### src/rtl/clk_divider_bank.sv
`default_nettype none
// ============================================================================
//  Module   : clk_divider_bank
//  Purpose  : NUM_CH independent runtime-programmable clock dividers. Each
//             channel emits a registered divided clock (clk_out) and a
//             one-cycle rising-edge pulse (tick). Half-limits are written
//             into a shadow register and adopted only at the next toggle,
//             so a period is never truncated or stretched mid-flight.
//  Revision : 1.0 - initial release
// ============================================================================
module clk_divider_bank #(
  parameter int NUM_CH       = 4,
  parameter int CNT_W        = 16,
  parameter int DEFAULT_HALF = 1000
) (
  input  logic                      clk,
  input  logic                      reset,
  input  logic [NUM_CH-1:0]         en,
  input  logic                      cfg_wr,
  input  logic [$clog2(NUM_CH)-1:0] cfg_ch,
  input  logic [CNT_W-1:0]          cfg_half,
  output logic                      cfg_ack,
  input  logic                      resync,
  output logic [NUM_CH-1:0]         clk_out,
  output logic [NUM_CH-1:0]         tick
);

  localparam int               CH_W     = $clog2(NUM_CH);
  localparam logic [CNT_W-1:0] RST_HALF = CNT_W'(DEFAULT_HALF);

  // True when cfg_ch addresses an existing channel. With a power-of-two
  // channel count every encoding is valid, so no compare is needed.
  logic ch_ok;

  generate
    if (NUM_CH == (1 << CH_W)) begin : g_ch_full
      assign ch_ok = 1'b1;
    end else begin : g_ch_part
      assign ch_ok = (32'(cfg_ch) < NUM_CH);
    end
  endgenerate

  // Write acknowledge: one cycle after an accepted write.
  always_ff @(posedge clk) begin
    if (reset) begin
      cfg_ack <= 1'b0;
    end else begin
      cfg_ack <= cfg_wr & ch_ok;
    end
  end

  generate
    for (genvar i = 0; i < NUM_CH; i++) begin : g_ch
      logic [CNT_W-1:0] cnt;
      logic [CNT_W-1:0] act;
      logic [CNT_W-1:0] shd;
      logic [CNT_W-1:0] shd_nxt;
      logic             out_r;
      logic             tick_r;
      logic             wr_hit;
      logic             run;
      logic             at_lim;

      // A same-cycle write is folded into the shadow value before any
      // toggle or resync copies it into the active limit.
      assign wr_hit  = cfg_wr & ch_ok & (cfg_ch == CH_W'(i));
      assign shd_nxt = wr_hit ? cfg_half : shd;

      // A disabled channel that is currently high keeps counting so the
      // high half completes; it then parks low.
      assign run    = en[i] | out_r;
      assign at_lim = (cnt == act);

      // Per-channel divider: resync clears, otherwise count up to the
      // active limit and toggle, adopting the shadow limit at each toggle.
      always_ff @(posedge clk) begin
        if (reset) begin
          cnt    <= '0;
          act    <= RST_HALF;
          shd    <= RST_HALF;
          out_r  <= 1'b0;
          tick_r <= 1'b0;
        end else begin
          shd <= shd_nxt;
          if (resync) begin
            cnt    <= '0;
            act    <= shd_nxt;
            out_r  <= 1'b0;
            tick_r <= 1'b0;
          end else if (run) begin
            if (at_lim) begin
              cnt    <= '0;
              act    <= shd_nxt;
              out_r  <= ~out_r;
              tick_r <= ~out_r;
            end else begin
              cnt    <= cnt + CNT_W'(1);
              tick_r <= 1'b0;
            end
          end else begin
            cnt    <= '0;
            tick_r <= 1'b0;
          end
        end
      end

      assign clk_out[i] = out_r;
      assign tick[i]    = tick_r;
    end
  endgenerate

endmodule
`default_nettype wire

### config.mk
export PLATFORM = sky130hd
export DESIGN_NAME = clk_divider_bank
export DESIGN_NICKNAME = d
export VERILOG_FILES = /design/src/rtl/clk_divider_bank.sv
export SDC_FILE = /design/constraint.sdc
export NUM_CORES = 1
export LEC_CHECK = 0
export ABC_AREA = 1
export CORE_UTILIZATION = 45
export CTS_BUF_LIST = sky130_fd_sc_hd__clkbuf_16
export CTS_CLUSTER_DIAMETER = 150
export DETAILED_ROUTE_END_ITERATION = 10
export SYNTH_ARGS = -nofsm -noshare
export SYNTH_HDL_FRONTEND = slang
export SYNTH_SLANG_ARGS = --single-unit
### constraint.sdc
create_clock -name clk -period 1.5 [get_ports clk]
set_clock_uncertainty 0.1 [all_clocks]
set_input_delay 0.15 -clock clk [delete_from_list [all_inputs] [get_ports clk]]
set_output_delay 0.15 -clock clk [all_outputs]
set_load 0.02 [all_outputs]
==> metrics <==
full die area about 22000 µm²; vias post-DR 9793; failing checks negative setup slack; leak pwr approximately 0.0070 µW; clock slew at reported path FFs 0.06 ns; max_cap viols 0; Mapped Area 9600 µm²; GR Overflow Total 0; number of antenna violations at the first check in global routing 0; share of cells above drive strength 1 0.404; Hold Crit Class primary input to register; IO Count 35; DRC Markers 0; Global Route Usage Sum 0.239; PortBufs 34; fmax 559 MHz; clk buf depth 3; fin util 0.715; routed len/inst 13.6 µm; remaining antenna violation count 0; pwr/cell area about 840 nW/µm²; Final Hold Fails 0; top cells by area, synth dfxtp_1, nand2_1, inv_1, nor2_1, nand3_1; CTS Sinks 201; core box area 21000 µm²; RSZ-0062 raised after global routing true; Yosys top cell area share 0.419; area grow syn2layout 56.0%; startpoint type of the worst setup path register; Layout Nets 1781; Fillers 1652; row cnt 53; critical path capture point type register; root buffer cell clkbuf_16; Initial Util 0.458; maximum vdd drop 723 µV; hpwl dp 16800 µm; n_diodes 0; Die Y roughly 150 µm; post-synth top area cell dfxtp_1; most common cell after layout, fill and taps aside nand2_1; Synth Instances between 1000 and 1500; WS Path Type register to register; vias in the first global route 9136; status complete, but fails checks; Worst EP required 1.86 ns; register bit count reported by yosys 201; Iteration-0 DRC Markers 499; CTS buffer count 23; Avg Vias per Cell 4.80; Worst Path Arrival 2.14 ns; pin count of the biggest net entering global routing 55; Worst Max-Slew Pin Slew around 0.44 ns; Die X 148 µm; # setup viols final 136; syn_nets 1494; Critical Path Fanout Max 7; max-slew violations 0; latest clock arrival within the worst-skew pair 0.52 ns; period utilization 1.19; Yosys cell types 28; post-synthesis area per instance roughly 6.6 µm²; # H-tree levels 1; crit path time final 1.79 ns; WL final 27700 µm; drt pass-1 iters 7; CTS tree built; register area share after synthesis 0.419; GPL Wtd Cong 0.812; yosys warns 0; commonest non-fill, non-tap cells in the layout nand2_1, buf_4, inv_1, nor2_1, dfxtp_1; Hold Slack 0.276 ns; final worst slack -0.288 ns; slew margin rel. 0.706; first-pass GRT wire length 42700 µm
metal layers:
metal,track usage,up-vias,share of wire
li1,-,5051,-
met1,0.300,4529,0.43
met2,0.423,161,0.50
met3,0.0373,52,0.042
met4,0.0639,0,0.022
met5,0,-,0
registers in the layout, summed over array words and instances, names as in the netlist:
| signal | cells |
|---|---|
| g_ch.shd | 64 |
| g_ch.act | 64 |
| g_ch.tick_r | 4 |
| g_ch.out_r | 4 |
| g_ch.cnt | 64 |
| cfg_ack | 1 |
power by group:
group | internal (µW) | total, µW | switching (µW)
clock | 2940 | 5220 | 2270
combinational | 793 | 1710 | 920
sequential | 5550 | 5670 | 119
total | 9290 | 12600 | 3310
Yosys cell counts, drive strengths merged:
library cell	number
nand3	124
nor3	33
inv	247
nand3b	1
clkbuf	26
nand4	6
nor2	196
dfxtp	201
or2	22
o21a	28
nand2	401
xnor2	2
xor2	23
buf	35
a31oi	7
a21oi	55
ha	4
nor4	2
o21ai	51
cell families (layout without fill, tap and decap cells):
kind of cell	after synthesis	in the layout	share of synthesized area
AND/OR/NAND/NOR	785	785	0.337
buffers and inverters	308	610	0.131
flip-flops	201	201	0.419
AO/OA/AOI/OAI	141	141	0.0841
XOR/XNOR	25	25	0.0228
adder cells (fa/ha/maj)	4	4	0.00521
what timing repair did:
action	CTS	global route
buffers inserted	17	17
pin swaps	41	92
setup endpoints to repair	136	144
cloned	9	7
resized for setup	214	277
hold buffers	0	0
worst max-delay path: stages (launching register included):
cell       delay [ns]
dfxtp_1          0.38
inv_1            0.08
nand2_1          0.06
nand2_1          0.06
nor2_1           0.12
nand2_1          0.12
nor2_4           0.16
nand3_4          0.19
clkbuf_16        0.23
nand3_2          0.05
nand2_1          0.06
nor2_1           0.12
worst paths after layout:
check / startpoint / to / slack (ns) / cells past startpoint
max reg2reg: g_ch[2].cnt[8] / g_ch[2].act[15] / -0.29 / 11
max: g_ch[2].cnt[8] / g_ch[2].act[15] / -0.29 / 11
min reg2reg: g_ch[3].cnt[0] / g_ch[3].cnt[0] / 0.33 / 1
min: cfg_wr / cfg_ack / 0.28 / 4
stage by stage:
| stage | TNS, ns | worst slack [ns] | instance area, µm² | cells | power [µW] |
|---|---|---|---|---|---|
| 3_5_place_dp | -33.94 | -0.417 | 12000 | 1953 | 7140 |
| 3_3_place_gp | -28.33 | -0.350 | 12000 | 1953 | 7110 |
| 6_report | -20.87 | -0.288 | 15000 | 2041 | 12600 |
| 2_1_floorplan | -0.0204 | -0.0204 | 9660 | 1464 | 6550 |
| 4_1_cts | -10.45 | -0.148 | 13700 | 2019 | 12400 |
| 5_1_grt | -32.46 | -0.341 | 15000 | 2041 | 13100 |
cell type report:
type | count | area [µm²] | area share
multi-input combinational | 955 | 5760 | 0.385
clock inverter | 17 | 104 | 0.00693
timing repair buffer | 323 | 3100 | 0.207
inverter | 247 | 928 | 0.0620
tap | 275 | 344 | 0.0230
clock buffer | 23 | 576 | 0.0384
sequential | 201 | 4170 | 0.278
No activity file was read; power rests on OpenSTA's default activity.
